===== src/rtl/clk_div_pkg.sv =====
// rtl/clk_div_pkg.sv - shared divisor helpers for the dual clock divider
package clk_div_pkg;

    localparam int unsigned MIN_DIV = 2;

    // Divisors below MIN_DIV would collapse the waveform, so they run as MIN_DIV.
    function automatic int unsigned eff_div(input int unsigned d);
        return (d < MIN_DIV) ? MIN_DIV : d;
    endfunction

    // High phase length: the extra cycle of an odd divisor goes to the high phase.
    function automatic int unsigned hi_len(input int unsigned d);
        return d - d / 2;
    endfunction

endpackage


===== src/rtl/div_channel.sv =====
// rtl/div_channel.sv - one divided-clock channel with shadowed divisor reload
module div_channel
    import clk_div_pkg::*;
#(
    parameter int CNT_W   = 8,
    parameter int DEF_DIV = 4
) (
    input  logic             clk,
    input  logic             rst_n,
    input  logic             en,
    input  logic             load,
    input  logic [CNT_W-1:0] div_in,
    output logic             clk_out,
    output logic             wrap
);

    logic [CNT_W-1:0] cnt;
    logic [CNT_W-1:0] cnt_next;
    logic [CNT_W-1:0] active;
    logic [CNT_W-1:0] active_next;
    logic [CNT_W-1:0] shadow;
    logic [CNT_W-1:0] last_cnt;
    logic [CNT_W-1:0] hi_next;
    logic             pending;
    logic             live;

    // Period bookkeeping: wrap detection, divisor swap at the boundary, next count.
    always_comb begin
        last_cnt    = CNT_W'(eff_div(32'(active)) - 1);
        wrap        = en && live && (cnt == last_cnt);
        active_next = (wrap && pending) ? shadow : active;
        hi_next     = CNT_W'(hi_len(eff_div(32'(active_next))));
        if (!en || !live || wrap) begin
            cnt_next = '0;
        end else begin
            cnt_next = cnt + CNT_W'(1);
        end
    end

    // State update; live marks that the previous edge was already running so the
    // first enabled edge starts a fresh period at count 0 with the output high.
    always_ff @(posedge clk) begin
        if (!rst_n) begin
            cnt     <= '0;
            clk_out <= 1'b0;
            live    <= 1'b0;
            active  <= CNT_W'(DEF_DIV);
            shadow  <= '0;
            pending <= 1'b0;
        end else begin
            cnt     <= cnt_next;
            clk_out <= en && (cnt_next < hi_next);
            live    <= en;
            active  <= active_next;
            if (load) begin
                shadow  <= div_in;
                pending <= 1'b1;
            end else if (wrap) begin
                pending <= 1'b0;
            end
        end
    end

endmodule


===== src/rtl/dual_clk_div.sv =====
// rtl/dual_clk_div.sv - dual programmable clock divider with mux select and load ack
module dual_clk_div
    import clk_div_pkg::*;
#(
    parameter int CNT_W     = 8,
    parameter int DEF_DIV_A = 4,
    parameter int DEF_DIV_B = 6,
    parameter int SEL_CYC   = 2
) (
    input  logic             clk,
    input  logic             rst_n,
    input  logic             en,
    input  logic [CNT_W-1:0] div_a_in,
    input  logic [CNT_W-1:0] div_b_in,
    input  logic             load,
    output logic             load_ack,
    output logic             clk1,
    output logic             clk2,
    output logic             sel
);

    localparam int SEL_W = $clog2(SEL_CYC + 1);

    logic             wrap_a;
    logic             wrap_b;
    logic [SEL_W-1:0] sel_cnt;
    logic             ack_due;
    logic             done_a;
    logic             done_b;

    div_channel #(.CNT_W(CNT_W), .DEF_DIV(DEF_DIV_A)) u_chan_a (
        .clk     (clk),
        .rst_n   (rst_n),
        .en      (en),
        .load    (load),
        .div_in  (div_a_in),
        .clk_out (clk1),
        .wrap    (wrap_a)
    );

    div_channel #(.CNT_W(CNT_W), .DEF_DIV(DEF_DIV_B)) u_chan_b (
        .clk     (clk),
        .rst_n   (rst_n),
        .en      (en),
        .load    (load),
        .div_in  (div_b_in),
        .clk_out (clk2),
        .wrap    (wrap_b)
    );

    // Toggle sel every SEL_CYC clk1 wraps so the mux only switches at period edges.
    always_ff @(posedge clk) begin
        if (!rst_n) begin
            sel_cnt <= '0;
            sel     <= 1'b0;
        end else if (wrap_a) begin
            if (sel_cnt == SEL_W'(SEL_CYC - 1)) begin
                sel_cnt <= '0;
                sel     <= ~sel;
            end else begin
                sel_cnt <= sel_cnt + SEL_W'(1);
            end
        end
    end

    // A channel has adopted the latest load at its first wrap after that load; a load
    // coinciding with a wrap restarts tracking because that wrap takes the old values.
    always_ff @(posedge clk) begin
        if (!rst_n) begin
            ack_due  <= 1'b0;
            done_a   <= 1'b0;
            done_b   <= 1'b0;
            load_ack <= 1'b0;
        end else begin
            load_ack <= 1'b0;
            if (load) begin
                ack_due <= 1'b1;
                done_a  <= 1'b0;
                done_b  <= 1'b0;
            end else begin
                if (wrap_a) done_a <= 1'b1;
                if (wrap_b) done_b <= 1'b1;
                if (ack_due && done_a && done_b) begin
                    load_ack <= 1'b1;
                    ack_due  <= 1'b0;
                end
            end
        end
    end

endmodule


===== config.mk =====
export PLATFORM = sky130hd
export DESIGN_NAME = dual_clk_div
export DESIGN_NICKNAME = d
export VERILOG_FILES = /design/src/rtl/clk_div_pkg.sv /design/src/rtl/div_channel.sv /design/src/rtl/dual_clk_div.sv
export SDC_FILE = /design/constraint.sdc
export NUM_CORES = 1
export LEC_CHECK = 0
export ABC_AREA = 1
export BUFFER_PORTS_ARGS = -buffer_cell sky130_fd_sc_hd__clkbuf_2
export CAP_MARGIN = 20
export CORE_ASPECT_RATIO = 0.75
export CORE_MARGIN = 4
export CORE_UTILIZATION = 60
export CTS_CLUSTER_SIZE = 12
export DETAILED_ROUTE_END_ITERATION = 6
export PLACE_DENSITY = 0.79
export RECOVER_POWER = 25
export SYNTH_ARGS = -nofsm -noshare
export SYNTH_HDL_FRONTEND = slang
export SYNTH_SLANG_ARGS = --single-unit
export TNS_END_PERCENT = 50

===== constraint.sdc =====
create_clock -name clk -period 14.4 [get_ports clk]
set_input_delay 2.16 -clock clk [delete_from_list [all_inputs] [get_ports clk]]
set_output_delay 2.16 -clock clk [all_outputs]
set_load 0.02 [all_outputs]

==> impl_metrics.toml <==
[timing]
hold_viol = 0
tns_ps = 0
rsz0062_at_grt = "false"
fin_crit_ps = 5880
final_max_slew_viol_count = 0
tightest_slew_ps = 1037
setup_ws_ps = 8520
setup_violations = 0
slew_headroom = 0.3082
fmax_ghz = 0.1701
finalClockSkew_ps = 8.349
period_share = 0.4083

[placement]
placed_cell_area_um2 = 4108
dpl_worst_slack_ps = 8391
dp_hpwl_um = 7102
port_buffers = 23
place_congestion = 0.9004

[hold_path]
min_to = "done_a"
worstHoldPathCells = 2
hp-class = "reg2reg"
min_from = "done_a"

[drt]
via_count = 3620
wl_per_cell_um = 13.05
drcViolationCount = 0
antenna_left = 0
first_pass_iters = 5
postRouteWirelength_um = 8941
drt_iter0_markers = 191
via_per_inst = 5.285

[logic_synthesis]
synth.avg_cell_area_um2 = 6.832
syn-num-nets = 632
yosys_warnings = 0
synth_top_area_frac = 0.3052
yosysSeqAreaShare = 0.3052
yosys_most_used_dff = "dfxtp_1"
netlist_area_um2 = 3935
synth_top_area_cell = "dfxtp_1"
synth_edf_count = 0
async_reset_ff_frac = 0
yosysUniqueCellTypes = 35
ys_ff_latch = 60
synthesis.instances = 576
netlist_top_cells_area = "dfxtp_1 (31%), nand2_1 (12%), ha_1 (11%)"

[finish]
final_common_cell = "nand2_1"
multi_input_area_um2 = 2336
n_fill_cell = 552
final_area_um2 = 4337
area_delta_synth_final_pct = 10.21
layout_common_cells = "nand2_1 (124), inv_1 (85), nor2_1 (72), dfxtp_1 (60)"
drive_above_1_share = 0.1010
fin_nets = 655
seqCellArea_um2 = 1201
antenna_cells = 0

[status]
status = "complete, no violations"

[global_route]
met3_usage = 0.07282
grt_max_degree = 33
top_usage_layer = "met1"
grt_use_total = 0.2467
met2_usage = 0.3518
overflow = 0
antenna_found_initial = 0
grt_first_pass_wirelength_um = 15430
use_met1 = 0.3610
grt_pass1_vias = 3370

[pwr]
internal_power_mw = 0.2993
irDropWorstVdd_v = 0.00007438
pwr_density_cell_nw_per_um2 = 86.90
power_mw = 0.3769
p_seq_frac = 0.459
switching_share = 0.2057
comb_power_share = 0.041
switchingPower_mw = 0.07753
power.share.clock = 0.501
p_leak_nw = 2.059

[cts]
htree_levels = 3
postCtsSetupBuffers = 0
cts_root_buf = "clkbuf_8"
postCtsHoldBufs = 0
cts_resized = 0
cts.sink_count = 60
cts_made_buffers = 9
cts_tree = "done"
clk_pin_slew_ps = 60
clk_path_buf_depth = 2
clock_latency_ps = 340

[die]
rows = 25
core_area_um2 = 6319
die_height_um = 78.14
die_w_um = 101.5
die_area_um2 = 7931
start_util = 0.6228
ioPinCount = 24

[worst_setup_path]
cp-start-kind = "primary input"
ff2ff_path_depth = 35
regToRegEndpoint = "u_chan_b.clk_out"
path_max_fanout = 12
endpoint_kind = "flop"
r2r_start = "u_chan_b.active[2]"
arrival_ps = 6140
worstSetupPathType = "in2reg"
crit_required_ps = 14660
worst-r2r-setup-slack_ps = 8970

[flow_run]
drv_cap = 0
synth_stat cells, types with 2 or more instances:
cell / n
a21oi_1: 34
buf_2: 2
clkbuf_1: 9
dfxtp_1: 60
fa_1: 2
ha_1: 34
inv_1: 85
inv_2: 5
nand2_1: 124
nand2_2: 7
nand3_1: 25
nand3_4: 2
nand4_1: 9
nor2_1: 72
nor2_2: 5
nor2_4: 2
nor3_1: 16
nor4_1: 7
o21a_1: 2
o21ai_0: 27
o21ai_2: 4
or2_1: 3
or2_2: 3
xnor2_1: 8
xor2_1: 19
power by group through the flow:
stage | sequential [mW] | clock [mW] | combinational (mW)
after CTS | 0.173 | 0.192 | 0.0156
after global placement | 0.176 | 0 | 0.0150
final | 0.173 | 0.189 | 0.0153
after global routing | 0.173 | 0.201 | 0.0175
after detailed placement | 0.177 | 0 | 0.0156
after floorplan | 0.176 | 0 | 0.0100
state kept, by name, indices dropped and copies added (netlist names), 2 cells and up:
signal           flops
u_chan_b.active      8
u_chan_a.active      8
u_chan_a.shadow      8
u_chan_b.shadow      8
sel_cnt              2
u_chan_b.cnt         8
u_chan_a.cnt         8
worst max-delay path: stages:
cell and delay [ps]:
clkbuf_1 140, nand2_1 110, inv_1 320, nand3_1 360, or2_1 320, o21a_1 130, inv_1 100, ha_1 170
nand3_1 80, nor2_1 150, nand2_2 100, nand2_1 120, ha_1 240, nand2_1 50, o21ai_0 120, a21oi_1 140
o21ai_0 140, a21oi_1 160, inv_1 50, a21oi_1 160, inv_1 60, nand2_1 60, nand2_1 50, ha_1 290
a21oi_1 150, o211ai_1 100, a21oi_1 110
metrics by stage:
step	utilization	hold slack, ps	cells
2_1_floorplan	-	419.0	576
3_5_place_dp	0.6501	441.4	669
5_1_grt	0.6863	478.7	685
3_3_place_gp	0.6501	430.7	669
4_1_cts	0.6897	453.0	685
6_report	0.6863	451.4	685
final cells by class:
cell class,count,share of cell area
Timing Repair Buffer,23,0.02452
Clock buffer,12,0.03578
Sequential cell,60,0.2770
Inverter,91,0.07877
Multi-Input combinational cell,414,0.5387
Clock inverter,4,0.02193
Tap cell,81,0.02337
cells by family after synthesis:
| logic type | count (synthesis) | share of synthesized area |
|---|---|---|
| AO/OA/AOI/OAI | 71 | 0.09730 |
| XOR/XNOR | 27 | 0.06010 |
| adder cells (fa/ha/maj) | 36 | 0.1183 |
| buffers and inverters | 102 | 0.09793 |
| flip-flops | 60 | 0.3052 |
| AND/OR/NAND/NOR | 280 | 0.3211 |
routing by layer:
metal | share of wire | wire length (um)
met5 | 0 | 0
met3 | 0.072 | 646
met2 | 0.40 | 3619
met4 | 0.0096 | 86
met1 | 0.51 | 4588
worst max-delay path by stage:
| stage | startpoint | to | cells past startpoint |
|---|---|---|---|
| after CTS | en | u_chan_a.clk_out | 27 |
| after global placement | en | u_chan_a.clk_out | 27 |
| after floorplan | en | u_chan_a.clk_out | 26 |
| final | en | u_chan_b.clk_out | 27 |
| after global routing | en | u_chan_b.clk_out | 26 |
| after detailed placement | en | u_chan_a.clk_out | 27 |
Power figures use the tool's default switching activity.
